[src/rtl/axi4_stream_64b_16b_gbx_if.sv]
// AXI4-Stream bundle shared by the frame buffer read and write paths.
// DATA_W selects the tdata width; tkeep/tstrb carry one bit per byte.
interface axi4_stream_if #(
    parameter int DATA_W = 64
);
    localparam int KEEP_W = DATA_W / 8;

    logic              tvalid;
    logic              tready;
    logic [DATA_W-1:0] tdata;
    logic [KEEP_W-1:0] tkeep;
    logic [KEEP_W-1:0] tstrb;
    logic              tuser;
    logic              tlast;
    logic              tdest;
    logic              tid;

    modport master (
        output tvalid, tdata, tkeep, tstrb, tuser, tlast, tdest, tid,
        input  tready
    );

    modport slave (
        input  tvalid, tdata, tkeep, tstrb, tuser, tlast, tdest, tid,
        output tready
    );
endinterface

[src/rtl/axi4_stream_64b_16b_gbx.sv]
// AXI4-Stream 64b -> 16b gearbox for the frame buffer read path.
// One 64-bit beat is held and replayed as up to four 16-bit lanes, lane 0
// first, with tuser on the first emitted lane and tlast on the last lane of
// a tlast beat. A new wide beat loads in the same cycle the final lane
// drains, so a full stream runs with no bubbles.
// Optional feature macro: AXI4_STREAM_64B_16B_GBX_SPARSE_EN -- when defined,
// lanes whose tkeep pair is zero are skipped and all-null non-tlast beats are
// swallowed.
module axi4_stream_64b_16b_gbx (
    input  logic          clk_i,
    input  logic          rst_i,
    axi4_stream_if.slave  pkt_i,
    axi4_stream_if.master pkt_o
);

    // Holding buffer and lane bookkeeping
    logic        buf_vld;
    logic        buf_first;
    logic [63:0] buf_data;
    logic [7:0]  buf_keep;
    logic [7:0]  buf_strb;
    logic        buf_user;
    logic        buf_last;
    logic        buf_dest;
    logic        buf_id;
    logic [1:0]  rd_pos;
    logic [1:0]  last_pos;

    logic        in_fire;
    logic        out_fire;
    logic        at_last;
    logic        in_skip;
    logic [1:0]  load_first;
    logic [1:0]  load_last;
    logic [1:0]  next_pos;

    // Highest lane whose keep pair is nonzero; lane 0 when the beat is null.
    function automatic logic [1:0] highest_lane(input logic [7:0] keep);
        logic [1:0] lane;
        lane = 2'd0;
        for (int i = 0; i < 4; i++) begin
            if (keep[2*i +: 2] != 2'b00) lane = 2'(i);
        end
        return lane;
    endfunction

`ifdef AXI4_STREAM_64B_16B_GBX_SPARSE_EN
    // Lowest lane whose keep pair is nonzero; lane 0 when the beat is null.
    function automatic logic [1:0] lowest_lane(input logic [7:0] keep);
        logic [1:0] lane;
        lane = 2'd0;
        for (int i = 3; i >= 0; i--) begin
            if (keep[2*i +: 2] != 2'b00) lane = 2'(i);
        end
        return lane;
    endfunction

    // Next populated lane above pos; only asked for when pos != last_pos,
    // so a populated lane above pos always exists.
    function automatic logic [1:0] next_lane(input logic [7:0] keep,
                                             input logic [1:0] pos);
        logic [1:0] lane;
        lane = pos;
        for (int i = 3; i >= 0; i--) begin
            if (i > int'(pos) && keep[2*i +: 2] != 2'b00) lane = 2'(i);
        end
        return lane;
    endfunction
`endif

    assign at_last      = (rd_pos == last_pos);
    assign pkt_i.tready = !buf_vld || (pkt_o.tready && at_last);
    assign in_fire      = pkt_i.tvalid && pkt_i.tready;
    assign out_fire     = buf_vld && pkt_o.tready;

    // Lane selection for an incoming beat and the lane after rd_pos
    always_comb begin
        // NOTE: every output gets a default first so no path leaves it unassigned and infers a latch.
        load_first = 2'd0;
        load_last  = 2'd3;
        in_skip    = 1'b0;
        next_pos   = rd_pos + 2'd1;
`ifdef AXI4_STREAM_64B_16B_GBX_SPARSE_EN
        load_first = lowest_lane(pkt_i.tkeep);
        load_last  = highest_lane(pkt_i.tkeep);
        in_skip    = (pkt_i.tkeep == 8'h00) && !pkt_i.tlast;
        next_pos   = next_lane(buf_keep, rd_pos);
`else
        if (pkt_i.tlast) load_last = highest_lane(pkt_i.tkeep);
`endif
    end

    // Buffer load on input handshake, lane advance on output handshake
    always_ff @(posedge clk_i or posedge rst_i) begin
        if (rst_i) begin
            // NOTE: the data buffer is reset too because its fields are visible on pkt_o while idle.
            buf_vld   <= 1'b0;
            buf_first <= 1'b0;
            buf_data  <= '0;
            buf_keep  <= '0;
            buf_strb  <= '0;
            buf_user  <= 1'b0;
            buf_last  <= 1'b0;
            buf_dest  <= 1'b0;
            buf_id    <= 1'b0;
            rd_pos    <= 2'd0;
            last_pos  <= 2'd0;
        end else if (in_fire) begin
            // NOTE: non-blocking assignments so every register samples pre-edge values.
            buf_vld   <= !in_skip;
            buf_first <= 1'b1;
            buf_data  <= pkt_i.tdata;
            buf_keep  <= pkt_i.tkeep;
            buf_strb  <= pkt_i.tstrb;
            buf_user  <= pkt_i.tuser;
            buf_last  <= pkt_i.tlast;
            buf_dest  <= pkt_i.tdest;
            buf_id    <= pkt_i.tid;
            rd_pos    <= load_first;
            last_pos  <= load_last;
        end else if (out_fire) begin
            buf_first <= 1'b0;
            if (at_last) buf_vld <= 1'b0;
            else         rd_pos  <= next_pos;
        end
    end

    // Narrow output lane mux, driven only from the buffer registers
    always_comb begin
        pkt_o.tvalid = buf_vld;
        pkt_o.tdata  = buf_data[{rd_pos, 4'h0} +: 16];
        pkt_o.tkeep  = buf_keep[{rd_pos, 1'b0} +: 2];
        pkt_o.tstrb  = buf_strb[{rd_pos, 1'b0} +: 2];
        pkt_o.tuser  = buf_user && buf_first;
        pkt_o.tlast  = buf_last && at_last;
        pkt_o.tdest  = buf_dest;
        pkt_o.tid    = buf_id;
    end

endmodule

[src/flat_wrapper.sv]
// flat-port wrapper written by rule: the top's interface ports become plain ports
module axi4_stream_64b_16b_gbx_flat 
  (clk_i, rst_i, pkt_i_tvalid, pkt_i_tdata, pkt_i_tkeep, pkt_i_tstrb, pkt_i_tuser, pkt_i_tlast, pkt_i_tdest, pkt_i_tid, pkt_i_tready, pkt_o_tvalid, pkt_o_tdata, pkt_o_tkeep, pkt_o_tstrb, pkt_o_tuser, pkt_o_tlast, pkt_o_tdest, pkt_o_tid, pkt_o_tready);
  axi4_stream_if #(.DATA_W(64)) pkt_i_i ();
  axi4_stream_if #(.DATA_W(16)) pkt_o_i ();
  input  logic clk_i;
  input  logic rst_i;
  input wire logic [$bits(pkt_i_i.tvalid)-1:0] pkt_i_tvalid;
  input wire logic [$bits(pkt_i_i.tdata)-1:0] pkt_i_tdata;
  input wire logic [$bits(pkt_i_i.tkeep)-1:0] pkt_i_tkeep;
  input wire logic [$bits(pkt_i_i.tstrb)-1:0] pkt_i_tstrb;
  input wire logic [$bits(pkt_i_i.tuser)-1:0] pkt_i_tuser;
  input wire logic [$bits(pkt_i_i.tlast)-1:0] pkt_i_tlast;
  input wire logic [$bits(pkt_i_i.tdest)-1:0] pkt_i_tdest;
  input wire logic [$bits(pkt_i_i.tid)-1:0] pkt_i_tid;
  output wire logic [$bits(pkt_i_i.tready)-1:0] pkt_i_tready;
  output wire logic [$bits(pkt_o_i.tvalid)-1:0] pkt_o_tvalid;
  output wire logic [$bits(pkt_o_i.tdata)-1:0] pkt_o_tdata;
  output wire logic [$bits(pkt_o_i.tkeep)-1:0] pkt_o_tkeep;
  output wire logic [$bits(pkt_o_i.tstrb)-1:0] pkt_o_tstrb;
  output wire logic [$bits(pkt_o_i.tuser)-1:0] pkt_o_tuser;
  output wire logic [$bits(pkt_o_i.tlast)-1:0] pkt_o_tlast;
  output wire logic [$bits(pkt_o_i.tdest)-1:0] pkt_o_tdest;
  output wire logic [$bits(pkt_o_i.tid)-1:0] pkt_o_tid;
  input wire logic [$bits(pkt_o_i.tready)-1:0] pkt_o_tready;
  assign pkt_i_i.tvalid = pkt_i_tvalid;
  assign pkt_i_i.tdata = pkt_i_tdata;
  assign pkt_i_i.tkeep = pkt_i_tkeep;
  assign pkt_i_i.tstrb = pkt_i_tstrb;
  assign pkt_i_i.tuser = pkt_i_tuser;
  assign pkt_i_i.tlast = pkt_i_tlast;
  assign pkt_i_i.tdest = pkt_i_tdest;
  assign pkt_i_i.tid = pkt_i_tid;
  assign pkt_i_tready = pkt_i_i.tready;
  assign pkt_o_tvalid = pkt_o_i.tvalid;
  assign pkt_o_tdata = pkt_o_i.tdata;
  assign pkt_o_tkeep = pkt_o_i.tkeep;
  assign pkt_o_tstrb = pkt_o_i.tstrb;
  assign pkt_o_tuser = pkt_o_i.tuser;
  assign pkt_o_tlast = pkt_o_i.tlast;
  assign pkt_o_tdest = pkt_o_i.tdest;
  assign pkt_o_tid = pkt_o_i.tid;
  assign pkt_o_i.tready = pkt_o_tready;
  axi4_stream_64b_16b_gbx u_core (.clk_i(clk_i), .rst_i(rst_i), .pkt_i(pkt_i_i), .pkt_o(pkt_o_i));
endmodule
[config.mk]
export PLATFORM = sky130hd
export DESIGN_NAME = axi4_stream_64b_16b_gbx_flat
export DESIGN_NICKNAME = d
export VERILOG_FILES = /design/src/rtl/axi4_stream_64b_16b_gbx_if.sv /design/src/rtl/axi4_stream_64b_16b_gbx.sv /design/src/flat_wrapper.sv
export SDC_FILE = /design/constraint.sdc
export NUM_CORES = 1
export LEC_CHECK = 0
export BUFFER_PORTS_ARGS = -buffer_cell sky130_fd_sc_hd__buf_4
export CAP_MARGIN = 20
export CORE_UTILIZATION = 35
export CTS_CLUSTER_DIAMETER = 50
export DETAILED_ROUTE_END_ITERATION = 7
export PLACE_DENSITY = 0.67
export SLEW_MARGIN = 15
export SYNTH_ARGS = -nofsm -noshare
export SYNTH_HDL_FRONTEND = slang
export SYNTH_SLANG_ARGS = --single-unit
[constraint.sdc]
create_clock -name clk_i -period 2.6 [get_ports clk_i]
set_input_delay 0.13 -clock clk_i [delete_from_list [all_inputs] [get_ports clk_i]]
set_output_delay 0.13 -clock clk_i [all_outputs]
set_load 0.005 [all_outputs]
==> flow_metrics.env <==
export IMPL_outcome="complete, but fails checks"
export IMPL_violated_checks="design-rule violations"
export IMPL_globalRoute_totalOverflow=0
export IMPL_timing_hold_violations_final=0
export IMPL_design_die_area_sq_mm=0.0125
export IMPL_dp_hpwl_um=5720
export IMPL_netlist_instances=243
export IMPL_data_required_time_at_the_worst_endpoint_ns=2.47
export IMPL_drive_above_1_share_pct=66.8
export IMPL_mappedNetlistArea_sq_mm=0.00420
export IMPL_drt_iter0_markers=104
export IMPL_detailedRoute_firstPassIterationCount=8
export IMPL_totalWireLength_um=8410
export IMPL_maxSlewViolCount=0
export IMPL_period_share_pct=77.9
export IMPL_remaining_drc_errors=6
export IMPL_worst_skew_pair_late_latency_ns=0.34
export IMPL_synth_yosys_seq_area_share_pct=53.6
export IMPL_crit_slowest_cell="sky130_fd_sc_hd__mux4_2"
export IMPL_max_clock_freq_mhz=494
export IMPL_via_count=2470
export IMPL_final_setup_viol_count=0
export IMPL_powerDensity_mw_per_mm2=1270
export IMPL_core_rowCount=39
export IMPL_ant_diodes=0
export IMPL_leakage_uw=0.00260
export IMPL_postSynthAreaPerCell_sq_um=17.3
export IMPL_worst_setup_path_type="register to primary output"
export IMPL_fin_nets=451
export IMPL_grt_antenna_before_repair=0
export IMPL_cts_htree_levels=3
export IMPL_synthTopCellsByArea="sky130_fd_sc_hd__dfrtp_1, sky130_fd_sc_hd__mux2_4, sky130_fd_sc_hd__mux2_2"
export IMPL_power_report_internal_total_uw=5020
export IMPL_synth_enable_flop_cells=0
export IMPL_clockRootBuffer="sky130_fd_sc_hd__clkbuf_16"
export IMPL_timing_final_crit_period_ns=2.03
export IMPL_globalRouteTotalUtil_pct=14.6
export IMPL_p_seq_share_pct=35.8
export IMPL_ff_latch_area_sq_mm=0.00225
export IMPL_synth_most_common_cell="sky130_fd_sc_hd__dfrtp_1"
export IMPL_place_port_buffers=113
export IMPL_critical_path_endpoint_type="primary output"
export IMPL_routabilityCongestion=0.708
export IMPL_worstMarginPinSlew_ns=0.525
export IMPL_yosysTopAreaCell="sky130_fd_sc_hd__dfrtp_1"
export IMPL_tritoncts_num_buffers=9
export IMPL_max_vdd_ir_drop_v=0.000567
export IMPL_worst_setup_slack_after_layout_ns=0.574
export IMPL_synth_nets=331
export IMPL_timing_critical_path_from_type="register"
export IMPL_grt_first_pass_wirelength_um=13800
export IMPL_cpMostUsedCell="sky130_fd_sc_hd__buf_4"
export IMPL_critical_path_max_stage_delay_ns=0.58
export IMPL_yosys_most_used_dff="sky130_fd_sc_hd__dfrtp_1"
export IMPL_placeable_core_region_sq_mm=0.0116
export IMPL_top_level_ports=114
export IMPL_p_sw_share_pct=28.4
export IMPL_area_delta_synth_final_pct=31.0
export IMPL_initial_utilization_pct=36.3
export IMPL_remaining_antenna_violation_count_after_routing=0
export IMPL_clock_transition_at_the_registers_of_the_reported_paths_ns=0.06
export IMPL_multi_input_area_sq_mm=0.00178
export IMPL_ys_ff_latch=90
export IMPL_post_drt_via_cell_ratio=4.84
export IMPL_grt_start_max_net_pins=54
export IMPL_netlist_area_leader_share_pct=53.6
export IMPL_tritoncts="done"
export IMPL_crit_path_max_fanout=24
export IMPL_final_util_pct=47.6
export IMPL_worst_hold_path_type="primary input to register"
export IMPL_count_of_distinct_cell_types_in_the_synthesized_netlist=30
export IMPL_final_setup_skew_ns=0.00392
export IMPL_proportion_of_synthesized_flip_flops_having_asynchronous_set_or_reset_pct=100
export IMPL_fillers=1007
export IMPL_first_global_vias=2724
export IMPL_chipHeight_um=112
export IMPL_power_share_clock_pct=17.8
export IMPL_rsz_0062_raised_after_global_routing="no"
export IMPL_placedCellCount=487
export IMPL_preCtsSetupSlack_ns=0.615
export IMPL_layout_cells_non_filler=510
export IMPL_routed_wire_length_per_instance_um=16.5
export IMPL_hold_worst_slack_ns=0.0172
export IMPL_netlist_top_cells_count="sky130_fd_sc_hd__dfrtp_1, sky130_fd_sc_hd__mux2_2, sky130_fd_sc_hd__mux2_4"
export IMPL_total_switching_power_uw=1990
export IMPL_setup_tns_ns=0
export IMPL_timing_slew_headroom_pct=65.0
export IMPL_cts_num_sinks=90
export IMPL_crit_chain="buf_4, mux4_2, buf_4"
export IMPL_yosys_warnings=0
export IMPL_cp_data_arrival_time_ns=1.90
export IMPL_die_w_um=112
export IMPL_power_combinational_fraction_pct=46.4
export IMPL_cap_violations=0
export IMPL_clk_path_buf_depth=2
[per-layer routing]
metal	GRT usage (%)	vias up	routed length (um)
met5	0	-	0
met4	4.86	0	97
met3	6.04	9	488
met2	23.1	63	4240
met1	18.1	1272	3590
li1	-	1126	-
[placed cells by master (no fill, tap or decap), types with 2 or more instances in the layout]
cell	count
sky130_fd_sc_hd__o21ai_0	3
sky130_fd_sc_hd__dfrtp_1	89
sky130_fd_sc_hd__buf_12	2
sky130_fd_sc_hd__dlygate4sd3_1	8
sky130_fd_sc_hd__buf_4	116
sky130_fd_sc_hd__mux2_2	46
sky130_fd_sc_hd__clkbuf_16	9
sky130_fd_sc_hd__clkinv_2	2
sky130_fd_sc_hd__nand2_1	4
sky130_fd_sc_hd__xor2_2	2
sky130_fd_sc_hd__mux2_4	40
sky130_fd_sc_hd__nor2b_1	2
sky130_fd_sc_hd__and2_1	2
sky130_fd_sc_hd__clkbuf_8	4
sky130_fd_sc_hd__nor2_1	2
sky130_fd_sc_hd__mux4_2	20
[what timing repair did]
item,in CTS,in global routing
hold buffers,3,5
setup buffers,0,0
resized for setup,0,0
endpoints found under the hold margin,41,5
[power by group through the flow]
| stage | logic [uW] | registers (uW) | clock network [uW] |
|---|---|---|---|
| detailed placement | 3290 | 2520 | 0 |
| floorplan | 2470 | 2380 | 0 |
| CTS | 3310 | 2510 | 1300 |
| global placement | 3200 | 2490 | 0 |
| finish | 3250 | 2510 | 1250 |
| global route | 3490 | 2600 | 1350 |
[registers in the layout, summed over array words and instances (netlist names)]
register,cells
u_core.buf_keep,8
u_core.pkt_o.tid,1
u_core.buf_first,1
u_core.rd_pos,2
u_core.buf_data,64
u_core.buf_strb,8
u_core.buf_user,1
u_core.pkt_o.tdest,1
u_core.pkt_o.tvalid,1
u_core.last_pos,2
u_core.buf_last,1
[per-stage QoR]
step | power [uW] | instance area [sq um]
after floorplan | 4850 | 4200
after global routing | 7450 | 5510
after global placement | 5700 | 5140
after CTS | 7110 | 5460
final | 7010 | 5510
after detailed placement | 5810 | 5140
[path summary, 6_finish.rpt]
kind / slack [ns] / endpoint / cells past startpoint / startpoint
min in group asynchronous: 0.38 / u_core.pkt_o.tid$_DFFE_PP0P_ / 3 / rst_i
hold reg to reg: 0.50 / u_core.buf_data[44]$_DFFE_PP0P_ / 1 / u_core.buf_data[44]$_DFFE_PP0P_
setup / recovery: 0.57 / pkt_o_tdata[7] / 3 / u_core.rd_pos[0]$_DFFE_PP0P_
hold / removal: 0.02 / u_core.buf_strb[7]$_DFFE_PP0P_ / 2 / pkt_i_tstrb[7]
setup reg to reg: 0.63 / u_core.buf_data[54]$_DFFE_PP0P_ / 5 / u_core.rd_pos[1]$_DFFE_PP0P_
max in group asynchronous: 1.55 / u_core.buf_data[25]$_DFFE_PP0P_ / 4 / rst_i
[area by class of cell]
class                           count  area share [%]
Clock buffer                       13            5.09
Clock inverter                      2           0.182
Inverter                            2           0.182
Multi-Input combinational cell    134            32.4
Sequential cell                    90            40.9
Tap cell                          143            3.25
Timing Repair Buffer              126            18.0
[logic make-up (layout without fill, tap and decap cells)]
| group | Yosys count | after routing | share of synthesized area, % |
|---|---|---|---|
| buffers and inverters | 19 | 143 | 3.99 |
| DFF | 90 | 90 | 53.6 |
| AOI/OAI and AO/OA | 9 | 9 | 1.79 |
| xor gates and xnor gates | 2 | 2 | 0.774 |
| and+or+nand+nor | 16 | 16 | 2.29 |
| muxes | 107 | 107 | 37.6 |
[critical path: cells and delay by family, from the launching register on]
family	cells	cell delay, ns
flops	1	0.38
mux	1	0.58
buf+inv	2	0.58
No activity file was read; power rests on OpenSTA's default activity.
